[config.mk]
export PLATFORM = sky130hd
export DESIGN_NAME = fnd_scan_ctrl
export DESIGN_NICKNAME = d
export VERILOG_FILES = /design/src/rtl/fnd_pkg.sv /design/src/rtl/fnd_bcd_to_seg.sv /design/src/rtl/fnd_scan_ctrl.sv
export SDC_FILE = /design/constraint.sdc
export NUM_CORES = 1
export LEC_CHECK = 0
export CELL_PAD_IN_SITES_DETAIL_PLACEMENT = 2
export CELL_PAD_IN_SITES_GLOBAL_PLACEMENT = 2
export CORE_ASPECT_RATIO = 1.5
export CORE_UTILIZATION = 41
export DETAILED_ROUTE_END_ITERATION = 6
export PLACE_DENSITY_LB_ADDON = 0.1
export SLEW_MARGIN = 40
export SYNTH_ARGS = -nofsm -noshare
export SYNTH_HDL_FRONTEND = slang
export SYNTH_SLANG_ARGS = --single-unit
[constraint.sdc]
create_clock -name clk -period 70.5 [get_ports clk]
set_input_delay 10.575 -clock clk [delete_from_list [all_inputs] [get_ports clk]]
set_output_delay 10.575 -clock clk [all_outputs]
set_load 0.02 [all_outputs]
[src/rtl/fnd_pkg.sv]
// Shared definitions for the FND scan controller: segment patterns,
// display limit and the digit-index type.
package fnd_pkg;

  // Active-low segment patterns, bit 7 = dp (off), bits 6:0 = g..a
  localparam logic [7:0] SEG_0     = 8'hC0;
  localparam logic [7:0] SEG_1     = 8'hF9;
  localparam logic [7:0] SEG_2     = 8'hA4;
  localparam logic [7:0] SEG_3     = 8'hB0;
  localparam logic [7:0] SEG_4     = 8'h99;
  localparam logic [7:0] SEG_5     = 8'h92;
  localparam logic [7:0] SEG_6     = 8'h82;
  localparam logic [7:0] SEG_7     = 8'hF8;
  localparam logic [7:0] SEG_8     = 8'h80;
  localparam logic [7:0] SEG_9     = 8'h90;
  localparam logic [7:0] SEG_BLANK = 8'hFF;

  localparam logic [13:0] MAX_VALUE = 14'd9999;

  typedef logic [1:0] digit_idx_t;

  // Saturate an input sample to the largest displayable value
  function automatic logic [13:0] clamp_value(input logic [13:0] v);
    return (v > MAX_VALUE) ? MAX_VALUE : v;
  endfunction

endpackage

[src/rtl/fnd_bcd_to_seg.sv]
// Combinational decimal digit to active-low 7-segment (g..a) encoder.
// Codes above 9 blank the digit.
module fnd_bcd_to_seg
  import fnd_pkg::*;
(
  input  logic [3:0] i_digit,
  output logic [6:0] o_seg
);

  // Pattern lookup
  always_comb begin
    o_seg = SEG_BLANK[6:0];
    case (i_digit)
      4'd0:    o_seg = SEG_0[6:0];
      4'd1:    o_seg = SEG_1[6:0];
      4'd2:    o_seg = SEG_2[6:0];
      4'd3:    o_seg = SEG_3[6:0];
      4'd4:    o_seg = SEG_4[6:0];
      4'd5:    o_seg = SEG_5[6:0];
      4'd6:    o_seg = SEG_6[6:0];
      4'd7:    o_seg = SEG_7[6:0];
      4'd8:    o_seg = SEG_8[6:0];
      4'd9:    o_seg = SEG_9[6:0];
      default: o_seg = SEG_BLANK[6:0];
    endcase
  end

endmodule

[src/rtl/fnd_scan_ctrl.sv]
// Time-multiplexed 4-digit FND scan controller.
// Optional feature: define FND_DP_BLINK_EN to blink the digit-2 dp at 1 Hz
// (mm.ss separator); otherwise dp stays off.
module fnd_scan_ctrl
  import fnd_pkg::*;
#(
  parameter int unsigned CLK_HZ  = 100_000_000,
  parameter int unsigned SCAN_HZ = 1000
) (
  input  logic        clk,
  input  logic        reset,
  input  logic [13:0] i_value,
  output logic [1:0]  fnd_sel,
  output logic [7:0]  fnd_data
);

  localparam int unsigned DIV   = CLK_HZ / SCAN_HZ;
  localparam int unsigned CNT_W = (DIV > 1) ? $clog2(DIV) : 1;

  logic [CNT_W-1:0] cnt_q, cnt_d;
  logic             scan_tick;
  digit_idx_t       sel_q, sel_d;
  logic [13:0]      val_q, val_d;
  logic [7:0]       data_q, data_d;
  logic [3:0]       digit;
  logic [6:0]       seg;
  logic             dp_n;

  // Prescaler, scan counter and frame-coherent value latch
  always_comb begin
    scan_tick = (cnt_q == CNT_W'(DIV - 1));
    cnt_d     = scan_tick ? '0 : cnt_q + 1'b1;
    sel_d     = scan_tick ? sel_q + 2'd1 : sel_q;
    val_d     = (scan_tick && sel_q == 2'd3) ? clamp_value(i_value) : val_q;
  end

  // Digit selected by the next scan index, taken from the next latched
  // value, so the output register always matches fnd_sel
  always_comb begin
    digit = 4'd0;
    case (sel_d)
      2'd0: digit = 4'(val_d % 14'd10);
      2'd1: digit = 4'((val_d / 14'd10) % 14'd10);
      2'd2: digit = 4'((val_d / 14'd100) % 14'd10);
      2'd3: digit = 4'(val_d / 14'd1000);
      default: digit = 4'd0;
    endcase
  end

  fnd_bcd_to_seg u_bcd_to_seg (
    .i_digit (digit),
    .o_seg   (seg)
  );

`ifdef FND_DP_BLINK_EN
  localparam int unsigned BLINK_N = SCAN_HZ / 2;
  localparam int unsigned BLINK_W = (BLINK_N > 1) ? $clog2(BLINK_N) : 1;

  logic [BLINK_W-1:0] blink_cnt_q, blink_cnt_d;
  logic               phase_q, phase_d;

  // Blink phase toggles every SCAN_HZ/2 scan ticks; dp lit on digit 2
  always_comb begin
    blink_cnt_d = blink_cnt_q;
    phase_d     = phase_q;
    if (scan_tick) begin
      if (blink_cnt_q == BLINK_W'(BLINK_N - 1)) begin
        blink_cnt_d = '0;
        phase_d     = ~phase_q;
      end else begin
        blink_cnt_d = blink_cnt_q + 1'b1;
      end
    end
    dp_n = ~(phase_d && sel_d == 2'd2);
  end

  // Blink state registers
  always_ff @(posedge clk or posedge reset) begin
    if (reset) begin
      blink_cnt_q <= '0;
      phase_q     <= 1'b0;
    end else begin
      blink_cnt_q <= blink_cnt_d;
      phase_q     <= phase_d;
    end
  end
`else
  // dp permanently off
  always_comb begin
    dp_n = 1'b1;
  end
`endif

  // Output byte assembly
  always_comb begin
    data_d = {dp_n, seg};
  end

  // Scan state and output registers
  always_ff @(posedge clk or posedge reset) begin
    if (reset) begin
      cnt_q  <= '0;
      sel_q  <= 2'd0;
      val_q  <= '0;
      data_q <= SEG_0;
    end else begin
      cnt_q  <= cnt_d;
      sel_q  <= sel_d;
      val_q  <= val_d;
      data_q <= data_d;
    end
  end

  assign fnd_sel  = sel_q;
  assign fnd_data = data_q;

endmodule

After elaboration in Yosys (flattened, before gate mapping):

Memories as Yosys holds them, arrays and structs flattened. A register that Yosys moved wholly into a read port is not among the register bits.
Index checks and enable logic that the tools add are counted.

* register bits after elaboration: 33
* bits in read-only memories: 112
* input port bits: 16
* output and inout port bits: 10
* word-level logic and storage cells: 25
* memories kept: 1

Memory list
* (name not given): depth 16, width 7, read ports 1, clocked after memory_dff 1, wr ports 0, line fnd_bcd_to_seg.sv:13 `case (i_digit)`

* $add $sub $neg: 2
* div/mod/pow operators: 6
* order comparisons: 1
* equality and inequality tests: 5
* mux-type cells: 5
* reduce and logical (&&, ||, !) cells: 2

Operators with widths (count)
* 14-bit by 4-bit remainder unit with 14-bit output (second input constant): 3
* 14-bit 2-to-1 mux: 2
* 17-bit by 1-bit adder with 17-bit output (second input constant): 1
* 17-bit equality test (second input constant): 1
* 17-bit 2-to-1 mux: 1
* 4-bit one-hot mux with 4 select lines: 1
* 14-bit by 10-bit divider with 14-bit output (second input constant): 1
* 14-bit by 4-bit divider with 14-bit output (second input constant): 1
* 14-bit by 7-bit divider with 14-bit output (second input constant): 1
* 14-bit greater-than comparator (second input constant): 1
* 2-bit equality test (second input constant): 3
* 2-bit by 1-bit adder with 2-bit output (second input constant): 1
* 2-bit by 1-bit equality test with 1-bit output (second input constant): 1
* 2-bit logical NOT: 1
* 2-bit 2-to-1 mux: 1
* 1-bit logical AND: 1

Logic depth before layout (Yosys ltp):

* depth after elaboration: 6
* mapped depth: 126
* gate-level depth less buffers: 119

By module:

Synthesis repeated with hierarchy kept, for this count alone.

* cells, all modules: 1003
* area total of the unflattened synthesis: 7490.9 um^2

By module, submodules not included
* fnd_scan_ctrl: instances 1, cells each 970, area an instance 7280.7 um^2, sequential area each 1002.2 um^2
* fnd_bcd_to_seg: instances 1, cells each 33, area an instance 210.2 um^2, sequential area each 0.0 um^2

Worst setup path after synthesis:

No wires, ideal clock.

* path kind: in2reg
* start point: input i_value[12]
* end point: register data_q[4] (netlist: fnd_data[4])
* library setup time: 0.087 ns
* arrival time: 32.219 ns
* required time: 70.413 ns
* path slack: 38.193 ns
* cell stages on the path: 112
* buffers on the path: 3
* cell sequence: nor2b_1 -> a21oi_1 -> clkinv_1 -> ha_1 -> nor2_1 -> nor2_1 -> o311a_4 -> or2_2 -> inv_1 -> ha_1 -> a21oi_1 -> a21oi_1 -> a2111oi_0 -> a211o_1 -> ha_1 -> nor2_1 -> a21oi_1 -> o21ai_1 -> [... 76 more ...] -> nand4_2 -> mux2_2 -> ha_1 -> a21oi_1 -> nand2_1 -> a221oi_1 -> o311ai_1 -> o32ai_4 -> a21oi_1 -> nor2_1 -> nor2_1 -> ha_1 -> or3_1 -> o211ai_1 -> nor3_1 -> a211oi_2 -> mux2_1 -> a22oi_1

* word-level cells in the longest chain between the ends: 6
* elaborated cells between the ends (all ways): 10
* those cells by class: 6 x div; 1 x order compare; 3 x mux

RTL lines
* start, declared: line fnd_scan_ctrl.sv:12 `input logic [13:0] i_value,`
* 14-bit greater-than comparator: line fnd_pkg.sv:24 `return (v > MAX_VALUE) ? MAX_VALUE : v;`
* 14-bit 2-to-1 mux (*): line fnd_pkg.sv:24
* 14-bit 2-to-1 mux (*): line fnd_scan_ctrl.sv:34 `val_d = (scan_tick && sel_q == 2'd3) ? clamp_value(i_value) : val_q;`
* via val_d[12]: line fnd_scan_ctrl.sv:23 `logic [13:0] val_q, val_d;`
* 14-bit by 7-bit divider with 14-bit output / 14-bit by 4-bit divider with 14-bit output (equally long branches): line fnd_scan_ctrl.sv:44, fnd_scan_ctrl.sv:43
* 14-bit by 4-bit remainder unit with 14-bit output (on tied branches): line fnd_scan_ctrl.sv:44, fnd_scan_ctrl.sv:43
* 4-bit one-hot mux with 4 select lines (*): line fnd_scan_ctrl.sv:41 `case (sel_d)`
* end, declared: line fnd_scan_ctrl.sv:24 `logic [7:0] data_q, data_d;`

The timed path passes the listed nets; every way through them passes the cells marked *.

Final worst setup path:

* start point: input i_value[13]
* end point: register data_q[4] (netlist: fnd_data[4])

* word-level cells in the longest chain between the ends: 6
* elaborated cells between the ends (all ways): 10
* those cells by class: 6 x div; 1 x order compare; 3 x mux

RTL lines (line)
* 14-bit greater-than comparator (*): fnd_pkg.sv:24
* 14-bit 2-to-1 mux (*): fnd_pkg.sv:24
* 14-bit 2-to-1 mux (*): fnd_scan_ctrl.sv:34
* via val_d[12]: fnd_scan_ctrl.sv:23
* 14-bit by 7-bit divider with 14-bit output / 14-bit by 4-bit divider with 14-bit output (equally long branches): fnd_scan_ctrl.sv:44, fnd_scan_ctrl.sv:43
* 14-bit by 4-bit remainder unit with 14-bit output (on tied branches): fnd_scan_ctrl.sv:44, fnd_scan_ctrl.sv:43
* 4-bit one-hot mux with 4 select lines (*): fnd_scan_ctrl.sv:41

Marks and branches as above.

==> insert_results.sql <==
INSERT INTO impl_metrics (metric_group, metric, value, unit) VALUES
('status', 'outcome', 'finished, final reports clean', ''),
('place', 'place_area', '0.00828', 'sq mm'),
('logic_synthesis', 'yosysTopAreaCellShare', '0.126', ''),
('worst_setup_path', 'timing.reg2reg.setup_slack', '41870', 'ps'),
('clock_tree', 'cts.repair.resized', '0', ''),
('clock_tree', 'clock_tree.buffer_depth', '2', ''),
('clock_tree', 'cts_buffer_count', '5', ''),
('drt', 'route.detailed.wl_per_inst', '24.1', 'microns'),
('logic_synthesis', 'synth_nets', '1139', ''),
('worst_setup_path', 'critical_path.endpoint_type', 'register', ''),
('logic_synthesis', 'synth.distinct_cells', '107', ''),
('logic_synthesis', 'proportion_of_synthesized_flip_flops_having_asynchronous_set_or_reset', '1.00', ''),
('place', 'dp.cells', '1316', ''),
('grt', 'grt_first_pass_wirelength', '50700', 'microns'),
('logic_synthesis', 'synth_largest_area_cell', 'dfrtp_1', ''),
('logic_synthesis', 'synth.cell_area', '0.00775', 'sq mm'),
('die', 'design.die.area', '0.0195', 'sq mm'),
('grt', 'gr-total-overflow', '0', ''),
('die', 'floorplan.initialDensity', '0.418', ''),
('worst_setup_path', 'rr_endpoint', 'fnd_data[4]', ''),
('worst_setup_path', 'critical_path.startpoint_type', 'input port', ''),
('drt', 'post_route_wl', '32000', 'microns'),
('hold_path', 'timing.hold.worst_endpoint', 'cnt_q[0]', ''),
('hold_path', 'hold_depth', '1', ''),
('power', 'clock_power_share', '0.064', ''),
('logic_synthesis', 'ys.warnings.count', '0', ''),
('worst_setup_path', 'crit_fanout', '13', ''),
('logic_synthesis', 'postSynthCellCount', '1058', ''),
('drt', 'drc', '0', ''),
('layout', 'finalInstanceArea', '0.00847', 'sq mm'),
('worst_setup_path', 'critPathKind', 'in2reg', ''),
('layout', 'drive_above_1_share', '0.0886', ''),
('timing', 'finalWorstPathRequiredPeriod', '37290', 'ps'),
('hold_path', 'hold_path.class', 'reg2reg', ''),
('power', 'power_density', '50.4', 'mW/mm^2'),
('grt', 'track_usage', '0.329', ''),
('worst_setup_path', 'critPathArrivalTime', '37500', 'ps'),
('timing', 'highest_clock_rate', '26.8', 'MHz'),
('power', 'power.switching_fraction', '0.573', ''),
('worst_setup_path', 'cp.required', '70710', 'ps'),
('layout', 'layoutNonFillerInstCount', '1324', ''),
('worst_setup_path', 'cpMaxStageDelayCell', 'clkdlybuf4s50_1', ''),
('drt', 'dr_total_vias', '8684', ''),
('layout', 'syn2layout_area_growth', '9.32', '%'),
('die', 'fp-row-count', '61', ''),
('logic_synthesis', 'primary_ff_master_synth', 'dfrtp_1', ''),
('power', 'p_seq_frac', '0.059', ''),
('grt', 'grt_max_degree', '41', ''),
('layout', 'layout.cells.most_common_list', 'nor2_1 (109), nand2_1 (105), a21oi_1 (71)', ''),
('logic_synthesis', 'synth-seq-cells', '40', ''),
('worst_setup_path', 'path_delay_family', 'compound AO/OA/AOI/OAI gates', ''),
('power', 'power_report.internal_total', '182', 'uW'),
('clock_tree', 'clock_insertion_delay_worst_skew', '290', 'ps'),
('logic_synthesis', 'synth_seq_area_share', '0.129', ''),
('layout', 'final_common_cell', 'nor2_1', ''),
('drt', 'vias_per_cell', '6.56', ''),
('logic_synthesis', 'synth_enable_flop_cells', '0', ''),
('die', 'die_y', '170', 'microns'),
('clock_tree', 'cts-hold-fix-buffers', '0', ''),
('worst_setup_path', 'path_depth_of_the_worst_reg2reg_path', '112', ''),
('place', 'place_hpwl', '24600', 'microns'),
('power', 'total_switching_power', '245', 'uW'),
('power', 'comb_power_share', '0.876', ''),
('clock_tree', 'clock_tree.htree_level_count', '2', ''),
('place', 'port_buffers', '24', ''),
('timing', 'grt_setup_unrepaired', 'no', ''),
('worst_setup_path', 'worstPathBufferInverterCount', '6', ''),
('die', 'top_level_ports', '26', ''),
('logic_synthesis', 'yosys-top-cells-area', 'dfrtp_1 (13%), ha_1 (10%), nor2_1 (5.3%)', ''),
('timing', 'final-setup-viol-count', '0', ''),
('timing', 'timing.setup.tns', '0', 'ps');
==> power by group through the flow <==
stage,logic [uW],clock network [uW],registers (uW)
after CTS,371,27.5,25.4
after global routing,405,28.1,25.6
final,374,27.4,25.4
after floorplan,275,0,27.7
after global placement,358,0,25.6
after detailed placement,368,0,25.8
==> synth_stat cells (11+ instances only) <==
cell type,instances
a31oi_1,19
a221o_1,11
nand3_1,36
xor2_1,19
or3_1,13
a21oi_1,71
nor2_1,110
nor3_1,45
o21ai_0,56
nor2b_1,15
nor4_1,16
dfrtp_1,39
o21a_1,16
nand2_1,105
a21o_1,16
xnor2_1,35
clkbuf_1,22
mux2i_1,14
inv_1,53
nand2b_1,15
ha_1,65
==> sequential cells by signal, indices dropped and copies added, names as in the netlist <==
register	cells
fnd_sel	2
val_q	14
fnd_data	7
cnt_q	17
==> per-stage QoR <==
step / worst slack [ps] / hold slack (ps) / total power (uW)
after CTS: 33340 / 513 / 424
final: 33210 / 508 / 427
after floorplan: 38190 / 455 / 303
after detailed placement: 33350 / 504 / 394
after global placement: 34520 / 480 / 384
after global routing: 30810 / 548 / 459
==> cells by family after synthesis <==
| logic type | share of synthesized area |
|---|---|
| AOI/OAI and AO/OA | 0.331 |
| buffers and inverters | 0.0449 |
| DFF | 0.129 |
| and+or+nand+nor | 0.289 |
| muxes | 0.0375 |
| other | 0.000484 |
| adders and majority gates | 0.106 |
| xor gates and xnor gates | 0.0610 |
==> area by class of cell <==
class,count,area (sq um)
fill,2199,10100
clock buffer,5,125
sequential,40,1000
timing repair buffer,38,345
clock inverter,3,46.3
inverter,56,210
multi-input combinational,930,6420
tap,252,315
==> routing by layer <==
metal / vias to the layer above / routed length (microns) / part of all wire / GRT usage
met2: 150 / 17600 / 0.55 / 0.654
met1: 4405 / 12800 / 0.40 / 0.361
met3: 76 / 596 / 0.019 / 0.0210
met4: 0 / 933 / 0.029 / 0.111
met5: - / 0 / 0 / 0
li1: 4053 / - / - / -
==> worst reg2reg max path, delay by kind of cell, from the launching register on <==
family	cells	cell delay, ps
and+or+nand+nor	40	9210
buffers and inverters	6	1090
muxes	6	2150
AOI/OAI and AO/OA	45	10830
DFF	1	420
adders and majority gates	15	4790
==> how the worst max path moves through the flow <==
stage / start / end / slack (ps) / cells past startpoint
finish: i_value[13] / fnd_data[4] / 33210 / 108
global route: i_value[13] / fnd_data[4] / 30810 / 111
CTS: i_value[13] / fnd_data[4] / 33340 / 111
detailed placement: i_value[13] / fnd_data[4] / 33350 / 111
global placement: i_value[13] / fnd_data[4] / 34520 / 109
floorplan: i_value[12] / fnd_data[4] / 38190 / 112
Note: power is estimated with default switching activity, not from simulation.
